### src/rtl/alu_operand_loader.sv
// Operand entry front-end for the 4-bit ALU: debounces enter/clear buttons and
// walks A -> B -> op -> READY, holding registered operands stable while READY.
module alu_operand_loader #(
    parameter int unsigned DATA_W          = 4,
    parameter int unsigned SEL_W           = 3,
    parameter int unsigned DEBOUNCE_CYCLES = 16
) (
    input  logic              clk,
    input  logic              rst_n,
    input  logic [DATA_W-1:0] sw_data,
    input  logic [SEL_W-1:0]  sw_sel,
    input  logic              btn_enter,
    input  logic              btn_clear,
    output logic [DATA_W-1:0] op_a,
    output logic [DATA_W-1:0] op_b,
    output logic [SEL_W-1:0]  op_sel,
    output logic              op_valid,
    output logic              op_start,
    output logic [1:0]        state_o
);

    localparam int unsigned NUM_BTN   = 2;
    localparam int unsigned BTN_ENTER = 0;
    localparam int unsigned BTN_CLEAR = 1;
    localparam int unsigned CNT_W     = ($clog2(DEBOUNCE_CYCLES) > 0) ? $clog2(DEBOUNCE_CYCLES) : 1;
    localparam logic [CNT_W-1:0] CNT_LAST = CNT_W'(DEBOUNCE_CYCLES - 1);

    typedef enum logic [1:0] {
        ST_LOAD_A  = 2'b00,
        ST_LOAD_B  = 2'b01,
        ST_LOAD_OP = 2'b10,
        ST_READY   = 2'b11
    } state_t;

    // Button conditioning state, one lane per button
    logic [NUM_BTN-1:0]            btn_raw;
    logic [NUM_BTN-1:0]            sync1_q, sync1_d;
    logic [NUM_BTN-1:0]            sync2_q, sync2_d;
    logic [NUM_BTN-1:0][CNT_W-1:0] cnt_q, cnt_d;
    logic [NUM_BTN-1:0]            db_q, db_d;
    logic [NUM_BTN-1:0]            db_dly_q, db_dly_d;
    logic [NUM_BTN-1:0]            press;
    logic                          enter_press;
    logic                          clear_press;

    // Entry FSM and operand registers
    state_t              state_q, state_d;
    logic [DATA_W-1:0]   op_a_q, op_a_d;
    logic [DATA_W-1:0]   op_b_q, op_b_d;
    logic [SEL_W-1:0]    op_sel_q, op_sel_d;
    logic                op_valid_q, op_valid_d;
    logic                op_start_q, op_start_d;

    assign btn_raw = {btn_clear, btn_enter};

    // Synchronize, then require DEBOUNCE_CYCLES consecutive mismatching cycles
    // before the debounced level follows; any agreeing cycle restarts the count.
    always_comb begin
        sync1_d  = btn_raw;
        sync2_d  = sync1_q;
        db_d     = db_q;
        db_dly_d = db_q;
        cnt_d    = cnt_q;
        for (int i = 0; i < NUM_BTN; i++) begin
            if (sync2_q[i] == db_q[i]) begin
                cnt_d[i] = '0;
            end else if (cnt_q[i] == CNT_LAST) begin
                db_d[i]  = sync2_q[i];
                cnt_d[i] = '0;
            end else begin
                cnt_d[i] = cnt_q[i] + CNT_W'(1);
            end
        end
    end

    assign press       = db_q & ~db_dly_q;
    assign enter_press = press[BTN_ENTER];
    assign clear_press = press[BTN_CLEAR];

    always_ff @(posedge clk or negedge rst_n) begin
        if (!rst_n) begin
            sync1_q  <= '0;
            sync2_q  <= '0;
            cnt_q    <= '0;
            db_q     <= '0;
            db_dly_q <= '0;
        end else begin
            sync1_q  <= sync1_d;
            sync2_q  <= sync2_d;
            cnt_q    <= cnt_d;
            db_q     <= db_d;
            db_dly_q <= db_dly_d;
        end
    end

    // Next-state and capture logic; clear outranks enter in the same cycle
    always_comb begin
        state_d    = state_q;
        op_a_d     = op_a_q;
        op_b_d     = op_b_q;
        op_sel_d   = op_sel_q;
        op_start_d = 1'b0;

        if (clear_press) begin
            state_d  = ST_LOAD_A;
            op_a_d   = '0;
            op_b_d   = '0;
            op_sel_d = '0;
        end else if (enter_press) begin
            unique case (state_q)
                ST_LOAD_A: begin
                    op_a_d  = sw_data;
                    state_d = ST_LOAD_B;
                end
                ST_LOAD_B: begin
                    op_b_d  = sw_data;
                    state_d = ST_LOAD_OP;
                end
                ST_LOAD_OP: begin
                    op_sel_d   = sw_sel;
                    state_d    = ST_READY;
                    op_start_d = 1'b1;
                end
                ST_READY: begin
                    op_a_d  = sw_data;
                    state_d = ST_LOAD_B;
                end
                default: state_d = ST_LOAD_A;
            endcase
        end

        op_valid_d = (state_d == ST_READY);
    end

    always_ff @(posedge clk or negedge rst_n) begin
        if (!rst_n) begin
            state_q    <= ST_LOAD_A;
            op_a_q     <= '0;
            op_b_q     <= '0;
            op_sel_q   <= '0;
            op_valid_q <= 1'b0;
            op_start_q <= 1'b0;
        end else begin
            state_q    <= state_d;
            op_a_q     <= op_a_d;
            op_b_q     <= op_b_d;
            op_sel_q   <= op_sel_d;
            op_valid_q <= op_valid_d;
            op_start_q <= op_start_d;
        end
    end

    assign op_a     = op_a_q;
    assign op_b     = op_b_q;
    assign op_sel   = op_sel_q;
    assign op_valid = op_valid_q;
    assign op_start = op_start_q;
    assign state_o  = state_q;

endmodule

### config.mk
export PLATFORM = sky130hd
export DESIGN_NAME = alu_operand_loader
export DESIGN_NICKNAME = d
export VERILOG_FILES = /design/src/rtl/alu_operand_loader.sv
export SDC_FILE = /design/constraint.sdc
export NUM_CORES = 1
export LEC_CHECK = 0
export CORE_MARGIN = 2
export CORE_UTILIZATION = 47
export CTS_BUF_LIST = sky130_fd_sc_hd__clkbuf_8
export CTS_CLUSTER_DIAMETER = 50
export DETAILED_ROUTE_END_ITERATION = 12
export GPL_ROUTABILITY_DRIVEN = 0
export PLACE_DENSITY = 0.82
export SKIP_LAST_GASP = 1
export SLEW_MARGIN = 20
export SYNTH_ARGS = -nofsm -noshare
export SYNTH_HDL_FRONTEND = slang
export SYNTH_SLANG_ARGS = --single-unit
export TNS_END_PERCENT = 30
### constraint.sdc
create_clock -name clk -period 1.06 [get_ports clk]
set_input_delay 0.265 -clock clk [delete_from_list [all_inputs] [get_ports clk]]
set_output_delay 0.265 -clock clk [all_outputs]
set_load 0.01 [all_outputs]
==> results.py <==
metrics = {
    "finish": {
        "syn_to_final_growth_pct": 39.1,
        "drive_gt1_share_pct": 31.4,
        "nets": 170,
        "final_cells": 186,
        "multiInputGateArea_um2": 493,
        "layout_common_cells": "30 x dfrtp_1, 14 x buf_4, 13 x nand3_1, 12 x nand2_1, 10 x clkdlybuf4s50_1",
        "mostFrequentLayoutCell": "dfrtp_1",
        "fillers": 193,
        "antenna_cells": 0,
        "seq_area_um2": 777,
    },
    "setup_path": {
        "cp_cell_sequence": "buf_4 -> ha_4 -> nand3b_1 -> o21ai_1 -> nor2_1",
        "worstPathMaxFanout": 5,
        "r2r_setup_slack_ps": -220,
        "slowest_delay_ps": 400,
        "arrival_ps": 1480,
        "critPathLaunchType": "register",
        "worst-path-buf-inv": 1,
        "cp.required_ps": 1270,
        "critPathTopFamily": "flip-flops",
        "crit_path_top_delay_cell": "dfrtp_1",
        "crit_type": "register to register",
        "endpoint_kind": "register",
    },
    "routing": {
        "postRouteWirelength_mm": 2.74,
        "dr.first_iter.drc_count": 37,
        "wl_per_cell_um": 14.8,
        "drc": 0,
        "via_per_inst": 5.44,
        "ant_nets": 0,
        "vias": 1012,
        "drt-pass1-iter-count": 6,
    },
    "global_route": {
        "antenna_found_initial": 0,
        "grt_first_pass_wirelength_mm": 4.59,
        "grt_max_degree": 32,
        "grt.overflow.total": 0,
        "groute.usage.overall_pct": 19.6,
        "grt_pass1_vias": 1031,
    },
    "placement": {
        "port_buffers": 25,
        "dp_hpwl_mm": 1.75,
        "dp.cells": 174,
        "dp_slack_ps": -203,
    },
    "logic_synthesis": {
        "ys_seq_elements": 31,
        "seq_area_frac_synth_pct": 61.1,
        "syn_area_um2": 1270,
        "synth_top_area_cell": "dfrtp_1",
        "syn_inst": 110,
        "synth_area_leaders": "dfrtp_1 61%, nand3_1 5.1%, a21oi_2 4.8%",
        "synthDistinctLibCells": 20,
        "yosys_warnings": 0,
        "synth_area_per_cell_um2": 11.5,
        "postSynthNetCount": 125,
        "synth_top_cell_area_share_pct": 61.1,
    },
    "cts": {
        "root_buffer": "clkbuf_8",
        "clock_latency_ps": 280,
        "h-tree-depth": 2,
        "cts.path.max_buffers": 2,
        "clock-sinks": 31,
        "clk_pin_slew_ps": 70,
        "cts_tree": "done",
        "numCtsBuffers": 5,
        "postCtsHoldBufs": 0,
    },
    "floorplanning": {
        "dieArea_um2": 3130,
        "die_w_um": 56.0,
        "die_h_um": 56.0,
        "start_util_pct": 50.3,
        "io-pin-count": 26,
        "core_area_um2": 2520,
        "num_rows": 18,
    },
    "sta": {
        "setup_viol": 31,
        "hold_viol_final": 0,
        "setup_slack_ps": -218,
        "tightestPinTransition_ps": 343,
        "rsz0062_at_grt": "true",
        "slew_headroom_pct": 77.1,
        "clock.fmax_ghz": 0.783,
        "skew_ps": 6.05,
        "post-route-min-period_ps": 1280,
        "finalCritPeriodShare_pct": 121,
        "maxSlewViolCount": 0,
    },
    "status": {
        "violations": "setup timing",
        "status": "finished with violations",
    },
    "power_and_ir_drop": {
        "p_leak_nw": 0.797,
        "cellPowerDensity_nw_per_um2": 1500,
        "total_power_mw": 2.65,
        "ir_worst_vdd_mv": 1.36,
    },
    "worst_hold_path": {
        "hold_class": "input port to asynchronous set/reset pin",
    },
    "run": {
        "drv_cap": 0,
    },
}
[layer usage]
layer | part of all wire, % | up-vias | GRT usage, %
met5 | 0 | - | 0
met4 | 3.2 | 0 | 11.9
met3 | 5.9 | 9 | 8.14
met2 | 49 | 38 | 30.4
met1 | 42 | 499 | 22.6
li1 | - | 466 | -
[logic make-up (layout without fill, tap and decap cells)]
group | count (synthesis) | count (layout) | share of synthesized area [%]
fa+ha+maj | 4 | 4 | 3.94
simple gates | 43 | 43 | 17.9
buf+inv | 6 | 52 | 2.46
mux | 2 | 2 | 1.78
compound gates | 20 | 20 | 9.96
xor+xnor | 4 | 4 | 2.76
flops | 31 | 31 | 61.1
[sequential cells by signal (all words and copies together), names as in the netlist]
register / cells
op_sel: 3
sync2_q: 2
db_dly_q: 2
op_b: 4
cnt_q: 8
op_valid: 1
state_o: 2
op_a: 4
sync1_q: 2
db_dly_d: 2
op_start: 1
[cells in the mapped netlist, drive strengths merged]
library cell / n
inv: 4
dfrtp: 31
buf: 2
xnor2: 4
o21ai: 4
nand4b: 2
mux2: 2
nor3b: 2
and2b: 1
or3: 1
nand3b: 3
nor2b: 3
nor2: 6
ha: 4
nand2: 12
nand3: 13
a21oi: 16
[repair_timing]
action | in CTS | in global routing
gates resized for setup | 44 | 6
endpoints found under the setup margin | 36 | 40
setup buffers | 4 | 0
hold endpoints to repair | 0 | 0
pin swaps | 0 | 9
[power by group]
part           switching [mW]  internal [mW]
combinational          0.0956          0.115
sequential             0.0287           1.23
clock                   0.429          0.759
[through the flow]
| stage | setup TNS (ps) | instance area (um2) | hold slack (ps) | util (%) |
|---|---|---|---|---|
| 6_report | -3460 | 1760 | 342 | 69.9 |
| 5_1_grt | -5590 | 1760 | 351 | 69.9 |
| 4_1_cts | -3880 | 1750 | 345 | 69.3 |
| 3_5_place_dp | -3710 | 1650 | 345 | 65.4 |
| 3_3_place_gp | -2860 | 1650 | 335 | 65.4 |
| 2_1_floorplan | -1140 | 1280 | -30.6 | - |
[final timing paths]
| check | cells after the start | to | from |
|---|---|---|---|
| setup / recovery | 5 | state_o[0] | state_o[0] |
| hold / removal | 2 | cnt_q[3] | rst_n |
| hold reg to reg | 0 | sync2_q[1] | sync1_q[1] |
| max in group asynchronous | 2 | state_o[1] | rst_n |
| min in group clk | 0 | sync2_q[1] | sync1_q[1] |
| setup reg to reg | 5 | state_o[0] | state_o[0] |
[cell type report]
cell class / instances / area share, %
multi-input cells: 73 / 27.9
clock buffers: 6 / 4.68
repair buffers: 40 / 18.4
inverters: 4 / 0.851
well taps: 30 / 2.13
clock inverters: 2 / 1.99
flip-flops and latches: 31 / 44.0
Power figures use the tool's default switching activity.
